File: src/rtl/alu_exec_ctrl.sv
// Execute-stage sequencer for the 8-bit two-accumulator core.
// It owns accumulators A/B and carry flags CA/CB, and accepts one decoded
// instruction at a time. ALU ops are steered to the combinational ALU,
// and the result and carry are captured on the way out of EXEC.
// Loads, stores, JMP and branches are resolved here without the ALU.
//
// Handshake: an instruction transfers on a rising edge where iInstValid and
// oInstReady are both high. oInstReady is high only in IDLE, so the
// controller ignores iInstValid while a transfer is in flight. Decode may
// hold iInstValid high; the next instruction transfers on the first edge
// where the controller is back in IDLE.
//
// Opcode map (shared with decode):
//   00 LDA   01 LDB   02 LDCA  03 LDCB  04 STA   05 STB
//   06 ADDA  07 ADDB  08 ADDCA 09 ADDCB 0A SUBA  0B SUBB
//   0C SUBCA 0D SUBCB 0E ANDA  0F ANDB  10 ANDCA 11 ANDCB
//   12 ORA   13 ORB   14 ORCA  15 ORCB  16 ASLA  17 ASRA
//   18 JMP   19 BAEQ  1A BANE  1B BACS  1C BACC  1D BAMI  1E BAPL
//   1F BBEQ  20 BBNE  21 BBCS  22 BBCC  23 BBMI  24 BBPL
module alu_exec_ctrl #(
  parameter int               DATA_W   = 8,
  parameter int               OPC_W    = 6,
  parameter logic [OPC_W-1:0] IDLE_SEL = 6'h3F
) (
  input  logic              clk,
  input  logic              reset,
  input  logic              iInstValid,
  output logic              oInstReady,
  input  logic [OPC_W-1:0]  iOpcode,
  input  logic [DATA_W-1:0] iOperand,
  output logic [DATA_W-1:0] oAluOper1,
  output logic [DATA_W-1:0] oAluOper2,
  output logic [OPC_W-1:0]  oAluInstSel,
  input  logic [DATA_W-1:0] iAluData,
  input  logic              iAluBCA,
  input  logic              iAluBCB,
  output logic [DATA_W-1:0] oAccA,
  output logic [DATA_W-1:0] oAccB,
  output logic              oCarryA,
  output logic              oCarryB,
  output logic              oDone,
  output logic              oBranchTaken,
  output logic [DATA_W-1:0] oBranchTarget,
  output logic              oStoreEn,
  output logic [DATA_W-1:0] oStoreData,
  output logic              oIllegal,
  // Debug view of the sequencer: 0 = IDLE, 1 = EXEC, 2 = WB
  output logic [1:0]        oDbgState
);

  localparam logic [OPC_W-1:0] OP_LDA   = 6'h00, OP_LDB   = 6'h01;
  localparam logic [OPC_W-1:0] OP_LDCA  = 6'h02, OP_LDCB  = 6'h03;
  localparam logic [OPC_W-1:0] OP_STA   = 6'h04, OP_STB   = 6'h05;
  localparam logic [OPC_W-1:0] OP_ADDA  = 6'h06, OP_ADDB  = 6'h07;
  localparam logic [OPC_W-1:0] OP_ADDCA = 6'h08, OP_ADDCB = 6'h09;
  localparam logic [OPC_W-1:0] OP_SUBA  = 6'h0A, OP_SUBB  = 6'h0B;
  localparam logic [OPC_W-1:0] OP_SUBCA = 6'h0C, OP_SUBCB = 6'h0D;
  localparam logic [OPC_W-1:0] OP_ANDA  = 6'h0E, OP_ANDB  = 6'h0F;
  localparam logic [OPC_W-1:0] OP_ANDCA = 6'h10, OP_ANDCB = 6'h11;
  localparam logic [OPC_W-1:0] OP_ORA   = 6'h12, OP_ORB   = 6'h13;
  localparam logic [OPC_W-1:0] OP_ORCA  = 6'h14, OP_ORCB  = 6'h15;
  localparam logic [OPC_W-1:0] OP_ASLA  = 6'h16, OP_ASRA  = 6'h17;
  localparam logic [OPC_W-1:0] OP_JMP   = 6'h18;
  localparam logic [OPC_W-1:0] OP_BAEQ  = 6'h19, OP_BANE  = 6'h1A;
  localparam logic [OPC_W-1:0] OP_BACS  = 6'h1B, OP_BACC  = 6'h1C;
  localparam logic [OPC_W-1:0] OP_BAMI  = 6'h1D, OP_BAPL  = 6'h1E;
  localparam logic [OPC_W-1:0] OP_BBEQ  = 6'h1F, OP_BBNE  = 6'h20;
  localparam logic [OPC_W-1:0] OP_BBCS  = 6'h21, OP_BBCC  = 6'h22;
  localparam logic [OPC_W-1:0] OP_BBMI  = 6'h23, OP_BBPL  = 6'h24;
  localparam logic [OPC_W-1:0] OP_LAST  = OP_BBPL;

  typedef enum logic [1:0] {
    S_IDLE = 2'd0,
    S_EXEC = 2'd1,
    S_WB   = 2'd2
  } state_t;

  state_t            state;
  logic [OPC_W-1:0]  op_q;
  logic [DATA_W-1:0] opnd_q;
  logic [DATA_W-1:0] acc_a, acc_b;
  logic              ca, cb;
  logic              ready_q, done_q, taken_q, store_en_q, illegal_q;
  logic [DATA_W-1:0] store_data_q;
  logic [OPC_W-1:0]  alu_sel_q;
  logic [DATA_W-1:0] oper1_q, oper2_q;

  // Opcodes that go through the ALU (one EXEC cycle)
  function automatic logic is_alu(input logic [OPC_W-1:0] op);
    return (op >= OP_ADDA) && (op <= OP_ASRA);
  endfunction

  // ALU results that land in AccA
  function automatic logic wr_a(input logic [OPC_W-1:0] op);
    case (op)
      OP_ADDA, OP_ADDCA, OP_SUBA, OP_SUBCA, OP_ANDA, OP_ANDCA,
      OP_ORA, OP_ORCA, OP_ASLA, OP_ASRA: return 1'b1;
      default: return 1'b0;
    endcase
  endfunction

  // ALU results that land in AccB
  function automatic logic wr_b(input logic [OPC_W-1:0] op);
    case (op)
      OP_ADDB, OP_ADDCB, OP_SUBB, OP_SUBCB, OP_ANDB, OP_ANDCB,
      OP_ORB, OP_ORCB: return 1'b1;
      default: return 1'b0;
    endcase
  endfunction

  // B-with-constant ops put the constant on Oper1 so the ALU computes B op k
  function automatic logic oper1_is_k(input logic [OPC_W-1:0] op);
    case (op)
      OP_ADDCB, OP_SUBCB, OP_ANDCB, OP_ORCB: return 1'b1;
      default: return 1'b0;
    endcase
  endfunction

  // Ops that read AccB on Oper2; everything else sees the operand there
  function automatic logic oper2_is_b(input logic [OPC_W-1:0] op);
    case (op)
      OP_ADDA, OP_ADDB, OP_SUBA, OP_SUBB, OP_ANDA, OP_ANDB, OP_ORA, OP_ORB,
      OP_ADDCB, OP_SUBCB, OP_ANDCB, OP_ORCB: return 1'b1;
      default: return 1'b0;
    endcase
  endfunction

  // Branch outcome from the accumulator/flag values before the instruction
  function automatic logic branch_cond(input logic [OPC_W-1:0] op,
                                       input logic [DATA_W-1:0] a,
                                       input logic [DATA_W-1:0] b,
                                       input logic fa, input logic fb);
    case (op)
      OP_JMP:  return 1'b1;
      OP_BAEQ: return a == '0;
      OP_BANE: return a != '0;
      OP_BACS: return fa;
      OP_BACC: return !fa;
      OP_BAMI: return a[DATA_W-1];
      OP_BAPL: return !a[DATA_W-1];
      OP_BBEQ: return b == '0;
      OP_BBNE: return b != '0;
      OP_BBCS: return fb;
      OP_BBCC: return !fb;
      OP_BBMI: return b[DATA_W-1];
      OP_BBPL: return !b[DATA_W-1];
      default: return 1'b0;
    endcase
  endfunction

  // Sequencer: IDLE -> EXEC -> WB for ALU ops, IDLE -> WB for the rest
  always_ff @(posedge clk or posedge reset) begin
    if (reset) begin
      state        <= S_IDLE;
      op_q         <= '0;
      opnd_q       <= '0;
      acc_a        <= '0;
      acc_b        <= '0;
      ca           <= 1'b0;
      cb           <= 1'b0;
      ready_q      <= 1'b1;
      done_q       <= 1'b0;
      taken_q      <= 1'b0;
      store_en_q   <= 1'b0;
      store_data_q <= '0;
      illegal_q    <= 1'b0;
      alu_sel_q    <= IDLE_SEL;
      oper1_q      <= '0;
      oper2_q      <= '0;
    end else begin
      case (state)
        S_IDLE: begin
          oper1_q <= acc_a;
          oper2_q <= opnd_q;
          if (iInstValid) begin
            op_q    <= iOpcode;
            opnd_q  <= iOperand;
            ready_q <= 1'b0;
            if (is_alu(iOpcode)) begin
              state     <= S_EXEC;
              alu_sel_q <= iOpcode;
              oper1_q   <= oper1_is_k(iOpcode) ? iOperand : acc_a;
              oper2_q   <= oper2_is_b(iOpcode) ? acc_b : iOperand;
            end else begin
              state        <= S_WB;
              done_q       <= 1'b1;
              taken_q      <= branch_cond(iOpcode, acc_a, acc_b, ca, cb);
              store_en_q   <= (iOpcode == OP_STA) || (iOpcode == OP_STB);
              store_data_q <= (iOpcode == OP_STB) ? acc_b : acc_a;
              illegal_q    <= iOpcode > OP_LAST;
              if ((iOpcode == OP_LDA) || (iOpcode == OP_LDCA)) acc_a <= iOperand;
              if ((iOpcode == OP_LDB) || (iOpcode == OP_LDCB)) acc_b <= iOperand;
            end
          end
        end
        S_EXEC: begin
          if (wr_a(op_q)) acc_a <= iAluData;
          if (wr_b(op_q)) acc_b <= iAluData;
          case (op_q)
            OP_ADDA, OP_ADDCA, OP_SUBA, OP_SUBCA: ca <= iAluBCA;
            OP_ADDB, OP_ADDCB:                    cb <= iAluBCB;
            // the ALU reports the B-side borrow on its A-side carry output
            OP_SUBB, OP_SUBCB:                    cb <= iAluBCA;
            default: ;
          endcase
          state     <= S_WB;
          done_q    <= 1'b1;
          alu_sel_q <= IDLE_SEL;
          oper1_q   <= acc_a;
          oper2_q   <= opnd_q;
        end
        S_WB: begin
          state      <= S_IDLE;
          done_q     <= 1'b0;
          taken_q    <= 1'b0;
          store_en_q <= 1'b0;
          illegal_q  <= 1'b0;
          ready_q    <= 1'b1;
        end
        default: begin
          state   <= S_IDLE;
          done_q  <= 1'b0;
          ready_q <= 1'b1;
        end
      endcase
    end
  end

  assign oInstReady    = ready_q;
  assign oAluOper1     = oper1_q;
  assign oAluOper2     = oper2_q;
  assign oAluInstSel   = alu_sel_q;
  assign oAccA         = acc_a;
  assign oAccB         = acc_b;
  assign oCarryA       = ca;
  assign oCarryB       = cb;
  assign oDone         = done_q;
  assign oBranchTaken  = taken_q;
  assign oBranchTarget = opnd_q;
  assign oStoreEn      = store_en_q;
  assign oStoreData    = store_data_q;
  assign oIllegal      = illegal_q;
  assign oDbgState     = state;

endmodule

File: config.mk
export PLATFORM = sky130hd
export DESIGN_NAME = alu_exec_ctrl
export DESIGN_NICKNAME = d
export VERILOG_FILES = /design/src/rtl/alu_exec_ctrl.sv
export SDC_FILE = /design/constraint.sdc
export NUM_CORES = 1
export LEC_CHECK = 0
export ABC_CLOCK_PERIOD_IN_PS = 2400
export CAP_MARGIN = 20
export CORE_ASPECT_RATIO = 1.25
export CORE_MARGIN = 10
export CORE_UTILIZATION = 49
export DETAILED_ROUTE_END_ITERATION = 6
export GPL_ROUTABILITY_DRIVEN = 0
export PLACE_DENSITY = 0.8
export SETUP_SLACK_MARGIN = 0.15
export SYNTH_ARGS = -nofsm -noshare
export SYNTH_HDL_FRONTEND = slang
export SYNTH_SLANG_ARGS = --single-unit
File: constraint.sdc
create_clock -name clk -period 2.4 [get_ports clk]
set_input_delay 0.48 -clock clk [delete_from_list [all_inputs] [get_ports clk]]
set_output_delay 0.48 -clock clk [all_outputs]
set_load 0.02 [all_outputs]
==> results.cfg <==
[run_status]
status = finished, final reports clean

[logic_synthesis]
synth_top_area_share_pct = 44.7
synth_area_per_cell_um2 = 9.79
ys_ff_latch = 69
yosys_warnings = 0
ys.flop_type = dfrtp_1
synthCells = 355
synth_area_leaders = dfrtp_1 45%, nand2_1 8.2%, mux2i_1 7.2%
synth-seq-area-share_pct = 49.9
syn_area_um2 = 3470
syn_nets = 382
ys_types = 46
synth_edf_count = 0
yosysTopAreaCell = dfrtp_1
synth-async-reset-ratio_pct = 100

[min_path]
hold_path_class = reg2reg
worstHoldStart = oBranchTarget[6]

[floorplanning]
die_h_um = 114
core_um2 = 6930
fp.dieW_um = 95.3
ioPinCount = 90
start_util_pct = 50.1
die_area_um2 = 10900
num_rows = 34

[clock_tree]
cts_resized = 0
cts_root_buf = clkbuf_8
numCtsBuffers = 9
ctsHoldBuffers = 0
cts.path.max_buffers = 2
htreeDepth = 3
clk_pin_slew_ns = 0.07
cts_tree = yes
cts_sinks = 69
clk_latency_ns = 0.35
post_cts_buffers = 0

[place]
port-buffer-count = 89
placed_area_um2 = 4600
dpl.hpwl_um = 7750

[worst_setup_path]
startpoint_type = input pin
worstPathArrival_ns = 2.26
critical_path_peak_fanout = 17
r2r_start = oDbgState[1]
crit_chain = clkdlybuf4s50_1 > buf_4 > a21oi_1 > o221ai_2 > mux2i_1 > o21ai_0
worstSetupStartpoint = iOpcode[1]
critPathMaxStageDelay_ns = 0.55
cp_slowest_cell = o221ai_2
path_class = in2reg
end_kind = flip-flop
critical_path_required_ns = 2.62

[sta]
skew_ns = 0.0108
rsz0062_at_grt = false
hold_viol = 0
setup_viol = 0
slew_headroom_pct = 53.4
fmax_ghz = 0.490
slew_viol_final = 0
min_period_ns = 2.04
min_period_over_period_pct = 85.1
worst_pin_slew_ns = 0.699

[global_route]
grt_pass1_wl_um = 16600
grt_usage_pct = 19.5
grt_pass1_vias = 3169
grt_max_degree = 70
overflow = 0
grt_antenna_before_repair = 0

[routing]
routedWlPerCell_um = 18.8
avgViaCountPerCell = 5.54
wl_met2_um = 5240
dr.pass1.iters = 4
drc = 0
dr.max_layer_used = met4
met3_length_um = 834
wl_met1_um = 4170
drtAntennaViolNets = 0
drt_iter0_markers = 247
vias = 3088
finalWirelength_um = 10500

[pwr]
p_total_mw = 4.96
p_per_area_nw_per_um2 = 1030
vdd_drop_max_v = 0.000868
power_leakage_nw = 2.15

[job]
cap_violations = 0

[layout]
mostFrequentLayoutCell = clkdlybuf4s50_1
finalInstanceArea_um2 = 4810
diodes = 0
final_cell_mix = 89 x clkdlybuf4s50_1, 76 x nand2_1, 62 x dfrtp_1
nets = 489
fill_cells = 532
areaGrowthSynthToFinish_pct = 38.4
drive_above_1_share_pct = 16.1
[logic make-up (layout without fill, tap and decap cells)]
kind of cell | after synthesis | count (layout) | synth area share (%)
buffers and inverters | 27 | 139 | 3.67
xor gates and xnor gates | 4 | 4 | 1.01
DFF | 69 | 69 | 49.9
AOI/OAI and AO/OA | 68 | 68 | 13.0
muxes | 45 | 45 | 13.7
and+or+nand+nor | 142 | 142 | 18.7
[through the flow]
stage               setup TNS [ns]  utilization (%)  std cells  hold WS (ns)  setup slack (ns)
finish                           0             69.4        557         0.492             0.357
CTS                              0             69.3        557         0.495             0.254
detailed placement          -0.524             66.3        541         0.477           -0.0864
global route                     0             69.4        557         0.520             0.252
floorplan                        0                -        355         0.486             0.192
global placement           -0.0822             66.3        541         0.468           -0.0181
[per-layer routing]
| metal | global-route usage (%) | up-vias |
|---|---|---|
| li1 | - | 1449 |
| met1 | 23.8 | 1516 |
| met2 | 31.7 | 107 |
| met3 | 4.86 | 16 |
| met4 | 8.40 | 0 |
| met5 | 0 | - |
[state kept, by name, summed over array words and instances (netlist names), 2 cells and up]
signal	flops
oAccA	8
oAccB	8
oAluInstSel	6
oAluOper1	8
oAluOper2	8
oBranchTarget	8
oDbgState	2
oStoreData	8
op_q	6
[path summary, 6_finish.rpt]
path                               endpoint  slack [ns]  cells after the start
setup / recovery               oAluOper2[7]        0.36                      6
hold / removal             oBranchTarget[6]        0.49                      2
setup reg to reg               oAluOper1[5]        0.43                      5
hold reg to reg            oBranchTarget[6]        0.49                      2
max in group asynchronous    oAluInstSel[3]        1.54                      3
min in group asynchronous     oStoreData[7]        0.52                      3
[final cells by class]
type	count	area [um2]	area share, %
multi-input combinational	259	1610	33.5
tap	90	113	2.34
inverter	8	30.0	0.624
clock buffer	12	135	2.81
timing repair buffer	115	1110	23.1
clock inverter	4	72.6	1.51
sequential	69	1740	36.1
[power breakdown]
group	internal, mW	switching (mW)	total, mW
clock network	0.585	0.434	1.02
logic	0.984	1.03	2.01
registers	1.54	0.383	1.93
[cells in the mapped netlist (3+ instances only)]
cell type   n
nor2b_1     4
dfstp_2     7
nor4_1      5
inv_1       8
nand2_1    76
o22a_1      3
a21oi_1    26
xor2_1      3
mux2_2     20
nand3_1     3
nor3b_1     8
a31oi_1     6
o21ai_0    18
clkbuf_1   10
dfrtp_1    62
mux2i_1    25
nor2_1     27
buf_2       6
nor3_1      4
[worst max-delay path, delay by kind of cell]
family,cells,cell delay [ns]
buf+inv,2,0.71
mux,1,0.27
compound gates,3,0.79
Note: power is estimated with default switching activity, not from simulation.
==> patch (same flow settings) <==
The parameter `DATA_W` goes from 8 to 12.
--- a/src/rtl/alu_exec_ctrl.sv
+++ b/src/rtl/alu_exec_ctrl.sv
@@ -18,7 +18,7 @@
 //   18 JMP   19 BAEQ  1A BANE  1B BACS  1C BACC  1D BAMI  1E BAPL
 //   1F BBEQ  20 BBNE  21 BBCS  22 BBCC  23 BBMI  24 BBPL
 module alu_exec_ctrl #(
-  parameter int               DATA_W   = 8,
+  parameter int               DATA_W   = 12,
   parameter int               OPC_W    = 6,
   parameter logic [OPC_W-1:0] IDLE_SEL = 6'h3F
 ) (
Ports: changed (8 resized); port bits go from 90 to 122. No check against the original RTL was run, so the function may have changed too.
==> patch against the original RTL <==
  * Register-to-register slack lost 150 ps
  * Area after synthesis grew 30%
  * Total power grew 39%
  * Final area grew 33%
  * Worst setup slack lost 130 ps
  * Routed wire length grew 42%
  * Final cell count grew 25%
  * Sequential cell count grew 24
  * Sequential power grew 42%
  * Combinational power grew 42%
  * Hold slack lost 6.8 ps
  * Critical path depth grew 1
  * First-iteration DRC count grew 39%
  * Highest routed layer unchanged
==> patch: results (changes against the original RTL) <==
----------------------------------------------------
[Outcome]
  Result of the run ... completed

[Worst setup path]
  Cell family contributing the most delay on the critical path ... buffers and inverters
  Slack of the worst reg-to-reg path ... 280 ps (-150 ps)
  Worst EP arrival ... 2370 ps (+110 ps)
  Delay of the slowest critical-path stage ... 490 ps (-60 ps)
  Crit path launch ... iOpcode[4]

[Route]
  Iter 0 DRT Violations ... 343 (+39%)
  Number of detailed-route iterations in the first pass ... 5 (+1)

[Global routing]
  First-pass GRT wire length ... 23300 um (+40%)
  All-layer global routing usage ... 21.9% (+2.4 points)
  Via count of the first global-routing pass ... 4192 (+32%)

[Cells and area]
  Inverter count of the layout excluding clock inverters ... 6 (-2)
  Signal buf overhead ... 24.5% (+1.4 points)
  Ratio of cells with drive above 1 in the final layout ... 17.3% (+1.3 points)
  Final core utilization ... 70.4% (+1.1 points)
  Layout Cells excl Fill ... 694 (+25%)
  Layout clock buffer count ... 11 (-1)
  Number of fill cells ... 696 (+31%)

[Logic synthesis]
  Sequential-to-total area share from yosys stat ... 51.6% (+1.7 points)
  Netlist cell types ... 51 (+11%)
  Fraction of synthesized area in multiplexers ... 18.4% (+4.7 points)

[Timing]
  Worst Hold Slack ... 485 ps (-6.82 ps)
  Final worst path period share ... 90.7% (+5.5 points)

[Placement]
  Post-Place Worst Slack ... -64.8 ps (+21.7 ps)
  Number of cells in the design after placement ... 678 (+25%)

[CTS]
  Clock tree root driver cell ... sky130_fd_sc_hd__clkbuf_16

[Hold path]
  Sink of the worst hold path ... oInstReady$_DFFE_PP1P_

[Power and ir drop]
  Worst supply voltage drop on vdd ... 0.000681 V (-21%)

----------------------------------------------------
## patch: cell count changes in the layout (fill, tap and decap cells not counted), moves of 10 or more
| cell | change |
|---|---|
| sky130_fd_sc_hd__dfrtp_1 | +24 |
| sky130_fd_sc_hd__mux2i_1 | +13 |
| sky130_fd_sc_hd__a22oi_1 | +14 |
| sky130_fd_sc_hd__mux2_1 | +10 |
| sky130_fd_sc_hd__clkdlybuf4s50_1 | +32 |
| sky130_fd_sc_hd__mux2_2 | +10 |
## patch: power breakdown
part	total, mW	switching, mW	internal [mW]
Clock	1.30	0.593	0.704
Sequential	2.75	0.634	2.12
Combinational	2.85	1.45	1.40
## patch: per-layer routing
layer / vias to the layer above / share of wire (%) / wire, um / GRT usage [%]
met1: 1956 / 37 / 5480 / 24.7
li1: 1789 / - / - / -
met4: 0 / 2.7 / 400 / 8.94
met3: 31 / 8.1 / 1200 / 5.78
met5: - / 0 / 0 / 0
met2: 211 / 52 / 7750 / 38.3
